**src/rtl/nmr_bstrm_arb_ctrl_if.sv**
```systemverilog
// nmr_bstrm_arb_ctrl_if: command-memory read port plus the command/handshake
// bundle between the sequence fetcher and the arbitrary-bitstream datapath.
//   MEM_ADDR/MEM_RDEN  read request to SRAM (data valid one cycle later)
//   MEM_RDATA          {eos, all_0, all_1, pattern, data}
//   DPATH_START        one-cycle start pulse for the datapath
//   data/*_mode/end_of_sequence  registered command presented to the datapath
//   DPATH_BUF_RDY      datapath has buffered the presented command
//   DPATH_DONE         datapath idle flag
// master = fetcher side, slave = memory/datapath side.
interface nmr_bstrm_arb_ctrl_if #(
  parameter int unsigned DATA_WIDTH = 120,
  parameter int unsigned ADDR_WIDTH = 10
);
  logic [ADDR_WIDTH-1:0] MEM_ADDR;
  logic                  MEM_RDEN;
  logic [DATA_WIDTH+3:0] MEM_RDATA;
  logic                  DPATH_START;
  logic [DATA_WIDTH-1:0] data;
  logic                  pattern_mode;
  logic                  all_1_mode;
  logic                  all_0_mode;
  logic                  end_of_sequence;
  logic                  DPATH_BUF_RDY;
  logic                  DPATH_DONE;

  modport master (
    output MEM_ADDR, MEM_RDEN, DPATH_START,
    output data, pattern_mode, all_1_mode, all_0_mode, end_of_sequence,
    input  MEM_RDATA, DPATH_BUF_RDY, DPATH_DONE
  );

  modport slave (
    input  MEM_ADDR, MEM_RDEN, DPATH_START,
    input  data, pattern_mode, all_1_mode, all_0_mode, end_of_sequence,
    output MEM_RDATA, DPATH_BUF_RDY, DPATH_DONE
  );
endinterface

```
**src/rtl/nmr_bstrm_arb_ctrl.sv**
```systemverilog
// nmr_bstrm_arb_ctrl: walks a command memory from START_ADDR, presents one
// command word at a time to the bitstream datapath, fetches the next word on
// DPATH_BUF_RDY, stops on end_of_sequence (or on address-space exhaustion,
// substituting a forced end word and flagging ERR) and pulses DONE once the
// datapath has drained.
// Ports:
//   CLK, RST     clock, asynchronous active-high reset
//   GO           start request (only honoured while idle)
//   START_ADDR   first command address, captured on accepted GO
//   bus          memory read port and datapath command/handshake (master)
//   BUSY         sequence in progress
//   DONE         one-cycle completion pulse
//   ERR          sticky exhaustion flag, cleared on the next accepted GO
//   WORD_CNT     words presented in the current or last run
module nmr_bstrm_arb_ctrl #(
  parameter int unsigned DATA_WIDTH = 120,
  parameter int unsigned ADDR_WIDTH = 10
) (
  input  logic                  CLK,
  input  logic                  RST,
  input  logic                  GO,
  input  logic [ADDR_WIDTH-1:0] START_ADDR,
  nmr_bstrm_arb_ctrl_if.master  bus,
  output logic                  BUSY,
  output logic                  DONE,
  output logic                  ERR,
  output logic [ADDR_WIDTH:0]   WORD_CNT
);
  localparam int unsigned WORD_WIDTH = DATA_WIDTH + 4;
  localparam logic [ADDR_WIDTH:0] FULL_CNT = {1'b1, {ADDR_WIDTH{1'b0}}};
  localparam logic [WORD_WIDTH-1:0] FORCED_EOS = {1'b1, {(WORD_WIDTH-1){1'b0}}};

  typedef enum logic [2:0] {IDLE, FETCH, WAITRD, LOAD, RUN, DRAIN} state_t;

  state_t                state;
  state_t                state_nxt;
  logic [ADDR_WIDTH-1:0] addr;
  logic [WORD_WIDTH-1:0] cmd;
  logic                  seen_low;
  logic                  first_word;
  logic                  mem_full;
  logic                  drain_ok;

  // WORD_CNT is bumped on entry to LOAD, so a count of one in LOAD marks
  // the first word of the run without a separate flag.
  assign first_word = (WORD_CNT == (ADDR_WIDTH+1)'(1));
  assign mem_full   = (WORD_CNT == FULL_CNT);
  assign drain_ok   = seen_low && bus.DPATH_DONE;

  assign bus.MEM_ADDR        = addr;
  assign bus.data            = cmd[DATA_WIDTH-1:0];
  assign bus.pattern_mode    = cmd[DATA_WIDTH];
  assign bus.all_1_mode      = cmd[DATA_WIDTH+1];
  assign bus.all_0_mode      = cmd[DATA_WIDTH+2];
  assign bus.end_of_sequence = cmd[DATA_WIDTH+3];

  always_ff @(posedge CLK or posedge RST) begin
    if (RST) state <= IDLE;
    else     state <= state_nxt;
  end

  always_comb begin
    state_nxt       = state;
    bus.MEM_RDEN    = 1'b0;
    bus.DPATH_START = 1'b0;
    unique case (state)
      IDLE:   if (GO) state_nxt = FETCH;
      FETCH: begin
        bus.MEM_RDEN = 1'b1;
        state_nxt    = WAITRD;
      end
      WAITRD: state_nxt = LOAD;
      LOAD: begin
        bus.DPATH_START = first_word;
        state_nxt       = cmd[WORD_WIDTH-1] ? DRAIN : RUN;
      end
      // A word reaching RUN never carries end_of_sequence, so a full count
      // here means the address space is spent without a terminator.
      RUN:    if (bus.DPATH_BUF_RDY) state_nxt = mem_full ? DRAIN : FETCH;
      DRAIN:  if (drain_ok) state_nxt = IDLE;
      default: state_nxt = IDLE;
    endcase
  end

  always_ff @(posedge CLK or posedge RST) begin
    if (RST) begin
      addr     <= '0;
      cmd      <= '0;
      WORD_CNT <= '0;
      BUSY     <= 1'b0;
      DONE     <= 1'b0;
      ERR      <= 1'b0;
      seen_low <= 1'b0;
    end else begin
      DONE <= 1'b0;

      // Restart the "datapath went busy" tracking at the start pulse; a
      // datapath may keep DPATH_DONE high for a couple of cycles after it.
      if (state == LOAD && first_word) seen_low <= 1'b0;
      else if (!bus.DPATH_DONE)        seen_low <= 1'b1;

      if (state == IDLE && GO) begin
        addr     <= START_ADDR;
        WORD_CNT <= '0;
        ERR      <= 1'b0;
        BUSY     <= 1'b1;
      end

      if (state == WAITRD) begin
        cmd      <= bus.MEM_RDATA;
        WORD_CNT <= WORD_CNT + 1'b1;
        addr     <= addr + 1'b1;
      end

      if (state == RUN && bus.DPATH_BUF_RDY && mem_full) begin
        cmd <= FORCED_EOS;
        ERR <= 1'b1;
      end

      if (state == DRAIN && drain_ok) begin
        DONE <= 1'b1;
        BUSY <= 1'b0;
      end
    end
  end
endmodule

```
**src/flat_wrapper.sv**
```systemverilog
// flat-port wrapper written by rule: the top's interface ports become plain ports
module nmr_bstrm_arb_ctrl_flat 
#(
  parameter int unsigned DATA_WIDTH = 120,
  parameter int unsigned ADDR_WIDTH = 10
)
  (CLK, RST, GO, START_ADDR, BUSY, DONE, ERR, WORD_CNT, bus_MEM_ADDR, bus_MEM_RDEN, bus_DPATH_START, bus_data, bus_pattern_mode, bus_all_1_mode, bus_all_0_mode, bus_end_of_sequence, bus_MEM_RDATA, bus_DPATH_BUF_RDY, bus_DPATH_DONE);
  nmr_bstrm_arb_ctrl_if #(.DATA_WIDTH(DATA_WIDTH), .ADDR_WIDTH(ADDR_WIDTH)) bus_i ();
  input  logic CLK;
  input  logic RST;
  input  logic GO;
  input  logic [ADDR_WIDTH-1:0] START_ADDR;
  output logic BUSY;
  output logic DONE;
  output logic ERR;
  output logic [ADDR_WIDTH:0] WORD_CNT;
  output wire logic [$bits(bus_i.MEM_ADDR)-1:0] bus_MEM_ADDR;
  output wire logic [$bits(bus_i.MEM_RDEN)-1:0] bus_MEM_RDEN;
  output wire logic [$bits(bus_i.DPATH_START)-1:0] bus_DPATH_START;
  output wire logic [$bits(bus_i.data)-1:0] bus_data;
  output wire logic [$bits(bus_i.pattern_mode)-1:0] bus_pattern_mode;
  output wire logic [$bits(bus_i.all_1_mode)-1:0] bus_all_1_mode;
  output wire logic [$bits(bus_i.all_0_mode)-1:0] bus_all_0_mode;
  output wire logic [$bits(bus_i.end_of_sequence)-1:0] bus_end_of_sequence;
  input wire logic [$bits(bus_i.MEM_RDATA)-1:0] bus_MEM_RDATA;
  input wire logic [$bits(bus_i.DPATH_BUF_RDY)-1:0] bus_DPATH_BUF_RDY;
  input wire logic [$bits(bus_i.DPATH_DONE)-1:0] bus_DPATH_DONE;
  assign bus_MEM_ADDR = bus_i.MEM_ADDR;
  assign bus_MEM_RDEN = bus_i.MEM_RDEN;
  assign bus_DPATH_START = bus_i.DPATH_START;
  assign bus_data = bus_i.data;
  assign bus_pattern_mode = bus_i.pattern_mode;
  assign bus_all_1_mode = bus_i.all_1_mode;
  assign bus_all_0_mode = bus_i.all_0_mode;
  assign bus_end_of_sequence = bus_i.end_of_sequence;
  assign bus_i.MEM_RDATA = bus_MEM_RDATA;
  assign bus_i.DPATH_BUF_RDY = bus_DPATH_BUF_RDY;
  assign bus_i.DPATH_DONE = bus_DPATH_DONE;
  nmr_bstrm_arb_ctrl #(.DATA_WIDTH(DATA_WIDTH), .ADDR_WIDTH(ADDR_WIDTH)) u_core (.CLK(CLK), .RST(RST), .GO(GO), .START_ADDR(START_ADDR), .bus(bus_i), .BUSY(BUSY), .DONE(DONE), .ERR(ERR), .WORD_CNT(WORD_CNT));
endmodule
```
**config.mk**
```make
export PLATFORM = sky130hd
export DESIGN_NAME = nmr_bstrm_arb_ctrl_flat
export DESIGN_NICKNAME = d
export VERILOG_FILES = /design/src/rtl/nmr_bstrm_arb_ctrl_if.sv /design/src/rtl/nmr_bstrm_arb_ctrl.sv /design/src/flat_wrapper.sv
export SDC_FILE = /design/constraint.sdc
export NUM_CORES = 1
export LEC_CHECK = 0
export ABC_AREA = 1
export ABC_CLOCK_PERIOD_IN_PS = 8600
export CORE_UTILIZATION = 47
export DETAILED_ROUTE_END_ITERATION = 8
export GPL_TIMING_DRIVEN = 0
export PLACE_DENSITY = 0.86
export SYNTH_ARGS = -nofsm -noshare
export SYNTH_HDL_FRONTEND = slang
export SYNTH_SLANG_ARGS = --single-unit
export TNS_END_PERCENT = 30
```
**constraint.sdc**
```tcl
create_clock -name CLK -period 8.6 [get_ports CLK]
set_input_delay 1.72 -clock CLK [delete_from_list [all_inputs] [get_ports CLK]]
set_output_delay 1.72 -clock CLK [all_outputs]
set_load 0.005 [all_outputs]
```
# [Word level (Yosys, flattened, before mapping)]
# Cells that the tools add are included.
[op_classes] add_sub_neg=2 n_reduce_logical=12 mux=21 eq_ne=11
[ops] cell="$mux 124" count=2
[ops] cell="$mux 11" count=2
[ops] cell="$mux 10" count=2
[ops] cell="$pmux 3 s6" count=1
[ops] cell="$mux 3" count=4
[ops] cell="$add 11x1->11 const B" count=1
[ops] cell="$eq 11x1->1 const B" count=1
[ops] cell="$eq 11x11->1 const B" count=1
[ops] cell="$add 10x1->10 const B" count=1
[ops] cell="$mux 1" count=10
[ops] cell="$reduce_bool 2->1" count=4
[ops] cell="$eq 3x2->1 const B" count=2
[ops] cell="$eq 3x3->1 const B" count=2
[ops] cell="$logic_and 1x1->1" count=6
[ops] cell="$ne 2x1->1 const B" count=2
[ops] cell="$ne 2x2->1 const B" count=2
[ops] cell="$eq 3x1->1 const B" count=1
[ops] cell="$logic_not 3->1" count=1
[ops] cell="$reduce_and 3->1" count=1
[word_totals] ff_bits=152 out_inout_bits=150 wordCells=54 inputBits=139

# [Longest topological paths before layout]
# Gate-level depths: netlist of run 1.
[depth] word_depth=4 ltp_mapped=9 mapped_depth_nobuf=8

# [Worst setup path after synthesis of run 1]
# No wires, ideal clock.
[synth_path] path_kind="register -> output" startpoint="reg u_core.WORD_CNT[1]" endpoint="out bus_DPATH_START" arrival_time_ns=0.926 path_buffers=0 required_ns=6.880 stages_incl_launch_ff=5 setup_slack_ns=5.954 cell_sequence="dfrtp_1 inv_1 ha_1 nand4_1 nor3_1"
[synth_between] elab_chain_len=2
[synth_rtl] element="start, declared" line="nmr_bstrm_arb_ctrl.sv:27" rtl="output logic [ADDR_WIDTH:0] WORD_CNT"
[synth_rtl] element="start signal, assigned" line="nmr_bstrm_arb_ctrl.sv:111" rtl="WORD_CNT <= WORD_CNT + 1'b1;"
[synth_rtl] element="$eq 11x1->1" line="nmr_bstrm_arb_ctrl.sv:46" rtl="assign first_word = (WORD_CNT == (ADDR_WIDTH+1)'(1));"
[synth_rtl] element="$mux 1" line="nmr_bstrm_arb_ctrl.sv:66" rtl="unique case (state)"
[synth_rtl] element="end, declared" line="flat_wrapper.sv:19" rtl="output wire logic [$bits(bus_i.DPATH_START)-1:0] bus_DPATH_START;"
# Every way passes these cells.

# [Worst setup path in the final report of run 1]
[layout_path] startpoint="reg u_core.WORD_CNT[5]" endpoint="out bus_DPATH_START"
# Same word-level chain as after synthesis.

==> results of run 1 <==
==> routing by layer <==
layer	share of wire	GRT usage
met1	0.37	0.312
met2	0.50	0.517
met3	0.090	0.101
met4	0.036	0.142
met5	0	0
==> cell usage after synthesis <==
library cell	count
xnor2_1	1
a31oi_1	1
nor2_2	1
clkinv_1	1
nor2_1	22
nand3_1	20
o21ai_0	10
clkbuf_1	17
o22ai_1	1
ha_1	4
o211ai_1	4
o21ai_1	7
dfrtp_1	152
nand4_1	6
a21oi_1	3
nor3_4	1
nand2_1	567
o31ai_1	1
buf_4	1
inv_1	152
nor3_1	4
o21a_1	1
nand3_2	1
buf_2	26
inv_2	4
==> flip-flops by register name (all words and copies together) (netlist names) <==
| signal | count |
|---|---|
| u_core.bus.MEM_ADDR | 10 |
| u_core.seen_low | 1 |
| u_core.WORD_CNT | 11 |
| u_core.state | 3 |
| u_core.DONE | 1 |
| u_core.BUSY | 1 |
| u_core.cmd | 124 |
| u_core.ERR | 1 |
==> worst max-delay path, cell delays in order (launching register included) <==
cell             delay, ns
dfrtp_1               0.43
nor2_1                0.17
nand3_1               0.13
nor3_1                0.35
clkdlybuf4s50_1       0.57
==> metrics by stage <==
step	hold WS, ns	instances	instance area, µm²	total power [mW]	util
3_5_place_dp	0.497	1481	10400	3.20	0.702
2_1_floorplan	0.474	1008	7210	2.20	-
3_3_place_gp	0.479	1480	10300	3.13	0.700
4_1_cts	0.515	1513	11000	4.07	0.747
5_1_grt	0.547	1513	11000	4.38	0.747
6_report	0.511	1513	11000	4.06	0.747
==> cell families after synthesis <==
logic type	share of synthesized area
compound gates	0.0219
xor+xnor	0.00121
fa+ha+maj	0.00694
buf+inv	0.110
flops	0.527
simple gates	0.333
==> final timing paths <==
path / start / endpoint / cells past startpoint
min in group asynchronous: RST / u_core.cmd[76]$_DFFE_PP0P_ / 2
setup / recovery: u_core.WORD_CNT[5]$_DFFE_PP0P_ / bus_DPATH_START / 4
hold / removal: u_core.ERR$_DFFE_PP0P_ / u_core.ERR$_DFFE_PP0P_ / 2
hold reg to reg: u_core.ERR$_DFFE_PP0P_ / u_core.ERR$_DFFE_PP0P_ / 2
max in group asynchronous: RST / u_core.cmd[1]$_DFFE_PP0P_ / 3
setup reg to reg: u_core.WORD_CNT[0]$_DFFE_PP0P_ / u_core.cmd[123]$_DFFE_PP0P_ / 7
==> cell usage in the layout (no fill, tap or decap), types with 3 or more instances in the layout <==
master           instances
nand3_1                 20
nand2_1                567
inv_2                    4
o21ai_0                 10
nand4_1                  6
clkbuf_8                 4
clkbuf_16               17
nor3_1                   4
nor2_1                  22
buf_2                   26
inv_1                  151
clkdlybuf4s50_1        288
o211ai_1                 4
clkbuf_1                21
o21ai_1                  7
dfrtp_1                152
ha_1                     4
a21oi_1                  3
bufinv_16                5
==> area by class of cell <==
type,instances,area [µm²],share of cell area
flip-flops and latches,152,3800,0.345
repair buffers,289,2910,0.264
multi-input cells,655,2620,0.238
inverters,157,594,0.0540
clock buffers,25,495,0.0450
well taps,184,230,0.0209
plain buffers,44,201,0.0183
clock inverters,7,163,0.0148
==> report_power, final <==
part           switching, mW  total, mW  internal [mW]
logic                  0.961       1.95          0.989
registers              0.214       1.27           1.06
clock network          0.291      0.837          0.546
==> qor.txt, run 1 <==
diode count: 0
Slew @ Worst Pin: 0.674 ns
vias in the first global route: 7,201
initial DRC count: 383
CTS Hold Buffers Added: 0
routed via count: 7,141
clock skew: 0.00826 ns
Initial Util: 0.489
max_cap viols: 0
Buffers on Ports: 288
standard-cell rows: 44
Detailed Routing Iterations Pass 1: 5
die width: 126 µm
ANT nets after route: 0
relative slew slack: 0.551
layout cell share with drive strength beyond 1: 0.0482
first-pass GRT wire length: 35,500 µm
Mapped Area: 7210 µm²
static leakage: 6.12 nW
Final setup viols: 0
RePlAce Congestion: 0.850
max-slew violations: 0
clock slew at reported path FFs: 0.06 ns
WL final: 22,400 µm
FF-to-FF setup slack: 6.64 ns
Fmax: 0.265 GHz
critical path capture point type: output port
sequential fraction of the synthesis area: 0.527
Tmin final: 3.78 ns
Post-Syn Nets: 1,151
Die H: 126 µm
top-area cell type share of the netlist area: 0.527
final net count: 1,459
drt wl/cell: 14.8 µm
H-Tree Depth: 4
status: complete, no violations
Via density: 4.72
clk root buf: clkbuf_16
Post-DP HPWL: 16,000 µm
largest net degree at the start of global routing: 89
synth top area cells: dfrtp_1, nand2_1, inv_1
Yosys warnings: 0
Hold Vio Cnt, Final: 0
Ports: 289
Fillers: 1,100
Worst-Skew Late Latency: 0.42 ns
DRC Markers: 0
post-CTS sizing: 0
Die Area: 15,800 µm²
clock tree sinks: 152
fin crit share: 0.440
Worst IR Drop VDD: 0.201 mV
Tightest Hold Check Type: reg -> reg
cell count after synthesis: 1,008
worst slack, placed: 5.26 ns
Total GRT Usage: 0.292
syn avg cell area: 7.15 µm²
Distinct cells, synth: 25
setup_tns: 0 ns
CP required: 6.88 ns
area grow syn2layout: 52.7%
crit path DAT: 2.06 ns
CTS buffer count: 17
slack of the critical path: 4.82 ns
crit path launch type: flip-flop
worst-path fanout max: 5
Worst Path Class, Setup: reg -> out
Overflow after GRT: 0
Max Root-Sink Buffers: 2
initial antenna violation count: 0
Pwr Density: 368 nW/µm²
flop and latch count out of synthesis: 152
post-CTS setup repair buffer count: 0
RSZ-0062 raised after global routing: no
CTS tree: done
Core Area: 14,800 µm²
Yosys top cell by area: dfrtp_1
No activity file was read; power rests on OpenSTA's default activity.
==> run 2: changes to the inputs <==
Settings changed: ABC_CLOCK_PERIOD_IN_PS 8600 to 3600, CORE_UTILIZATION 47 to 44, PLACE_DENSITY 0.86 to 0.81.
Clock period 8.6 ns to 3.6 ns, I/O delays scaled along.
==> run 2 against run 1 <==
  * Non-clock buffer count up 3
  * Clock skew up 0.0022 ns
  * Die area up 6.7%
  * Setup slack worse by 4.0 ns
  * Clock power up 130%
  * Core utilization down 5.1 points
  * Flip-flop and latch count unchanged
  * Largest cell class unchanged
  * Largest power group unchanged
  * Critical endpoint unchanged
  * Sequential share of layout area down 0.23 points
  * Cell area up 0.68%
  * Count of clock-buffer cells in the layout down 3
==> qor.txt, run 2 (synthesis gave the netlist of run 1 again) <==
Detailed Routing Iterations Pass 1: 5 (unchanged)
Worst-Skew Late Latency: 0.42 ns (about the same)
crit path launch type: flip-flop
Pwr Density: 862 nW/µm² (+130%)
relative slew slack: 0.604 (+0.0533)
ANT nets after route: 0 (unchanged)
post-CTS sizing: 0 (unchanged)
Hold Vio Cnt, Final: 0 (unchanged)
CP required: 2.88 ns (-4.00 ns)
HP Start: u_core.seen_low$_DFFE_PP0P_
flip-flop and latch area: 3800 µm² (unchanged)
Final setup viols: 0 (unchanged)
CTS Hold Buffers Added: 0 (unchanged)
clk root buf: clkbuf_16
static leakage: 6.12 nW (about the same)
area grow syn2layout: 53.8%
Metal-1 WL: 8470 µm (+0.98%)
final net count: 1,462 (+0.21%)
CTS buffer count: 17 (unchanged)
FF-to-FF setup slack: 1.66 ns (-4.98 ns)
Via density: 4.56 (-3.3%)
R2R Path Start: u_core.WORD_CNT[0]$_DFFE_PP0P_
Core Area: 15,900 µm² (+8.1%)
Buffers on Ports: 288 (unchanged)
die width: 130 µm (+3.3%)
first-pass GRT wire length: 33,100 µm (-6.9%)
Die Area: 16,900 µm² (+6.7%)
initial DRC count: 379 (-1.0%)
critical path capture point type: output port
WHS Endpoint: u_core.seen_low$_DFFE_PP0P_
clock skew: 0.0105 ns (+0.00225 ns)
clock tree sinks: 152 (unchanged)
drt wl/cell: 13.9 µm (-5.8%)
layout cell share with drive strength beyond 1: 0.0518 (+0.00365)
Total GRT Usage: 0.257 (-0.0347)
commonest non-fill, non-tap cell in the layout: nand2_1
worst-path fanout max: 4 (-1)
status: complete, no violations
fin crit share: 0.759
clock slew at reported path FFs: 0.06 ns (about the same)
RSZ-0062 raised after global routing: no
Die H: 130 µm (+3.3%)
Slew @ Worst Pin: 0.594 ns (-0.0800 ns)
footprint of the multi-input gates: 2620 µm² (unchanged)
WL met2: 10,500 µm (-6.1%)
Worst Hold Depth: 2 (unchanged)
most frequent cells in the layout: nand2_1, clkdlybuf4s50_1, dfrtp_1, inv_1, buf_2
crit path DAT: 2.01 ns (-0.05 ns)
Initial Util: 0.452 (-0.0364)
Placed Cells: 1,516 (+2.4%)
max reg flops: 124 (unchanged)
Tmin final: 2.73 ns
max_cap viols: 0 (unchanged)
Overflow after GRT: 0 (unchanged)
Tightest Hold Check Type: reg -> reg
non-filler instance count after layout: 1,548 (+2.3%)
Fillers: 1,329 (+21%)
cells on worst reg2reg path: 9 (+2)
CTS tree: done
Fmax: 0.366 GHz
RePlAce Congestion: 0.825 (-2.9%)
diode count: 0 (unchanged)
standard-cell rows: 46 (+4.5%)
Layout Utilization: 0.696 (-0.0510)
Worst IR Drop VDD: 0.421 mV (+110%)
Worst Path Class, Setup: reg -> out
routed via count: 7,063 (-1.1%)
largest net degree at the start of global routing: 41 (-54%)
DRC Markers: 0 (unchanged)
WL met3: 2010 µm (-0.50%)
WL final: 21,600 µm (-3.6%)
vias in the first global route: 6,674 (-7.3%)
Post-DP HPWL: 16,000 µm (about the same)
worst r2r dst: u_core.cmd[40]$_DFFE_PP0P_
post-CTS setup repair buffer count: 0 (unchanged)
H-Tree Depth: 4 (unchanged)
Ports: 289 (unchanged)
initial antenna violation count: 0 (unchanged)
largest register by flop count: u_core.cmd
top layer reached by signal wires: met4
max-slew violations: 0 (unchanged)
Max Root-Sink Buffers: 2 (unchanged)
run 2: cell count changes in the layout (fill, tap and decap cells not counted), sizes merged:
cell	before	now
clkinvlp	1	5
buf	28	31
clkbuf	42	39
bufinv	5	4
clkinv	2	3
inv	156	155
run 2: per-stage QoR:
step	power, mW	TNS (ns)	worst slack, ns	cell area [µm²]	hold slack, ns
global route	10.3	0	0.754	11100	0.525
floorplan	5.25	0	0.963	7220	0.474
global placement	7.49	-61.27	-0.415	10400	0.483
detailed placement	7.64	0	1.29	10400	0.497
CTS	9.63	0	0.836	11100	0.514
finish	9.56	0	0.867	11100	0.521
run 2: cell type report:
cell class	instances	share of cell area
sequential	152	0.343
timing repair buffer	292	0.267
multi-input combinational	655	0.236
inverter	157	0.0535
clock buffer	22	0.0428
tap	216	0.0244
buffer	44	0.0182
clock inverter	10	0.0151
run 2: worst max-delay path, stage by stage, from the launching register on:
cell and delay (ns):
dfrtp_1 0.41, inv_1 0.11, ha_1 0.16, nand4_1 0.10, nor3_1 0.24, clkdlybuf4s50_1 0.58
run 2: how the worst max path moves through the flow:
stage                     slack [ns]                           start  depth (start not counted)                                 end
after floorplan                 0.96                             RST                          1             u_core.BUSY$_DFFE_PP0P_
after global placement         -0.42                             RST                          2  u_core.bus.MEM_ADDR[0]$_DFFE_PP0P_
after detailed placement        1.29  u_core.WORD_CNT[1]$_DFFE_PP0P_                          5                     bus_DPATH_START
after CTS                       0.84  u_core.WORD_CNT[1]$_DFFE_PP0P_                          5                     bus_DPATH_START
after global routing            0.75  u_core.WORD_CNT[1]$_DFFE_PP0P_                          5                     bus_DPATH_START
final                           0.87  u_core.WORD_CNT[1]$_DFFE_PP0P_                          5                     bus_DPATH_START
run 2: power by group:
part,internal (mW),total [mW],switching [mW]
registers,2.52,3.02,0.495
clock network,1.22,1.93,0.707
logic,2.37,4.61,2.25
total,6.11,9.56,3.45
run 2: per-layer routing:
metal,vias to the layer above,track usage
li1,3557,-
met1,3208,0.293
met2,258,0.438
met3,40,0.0914
met4,0,0.109
met5,-,0
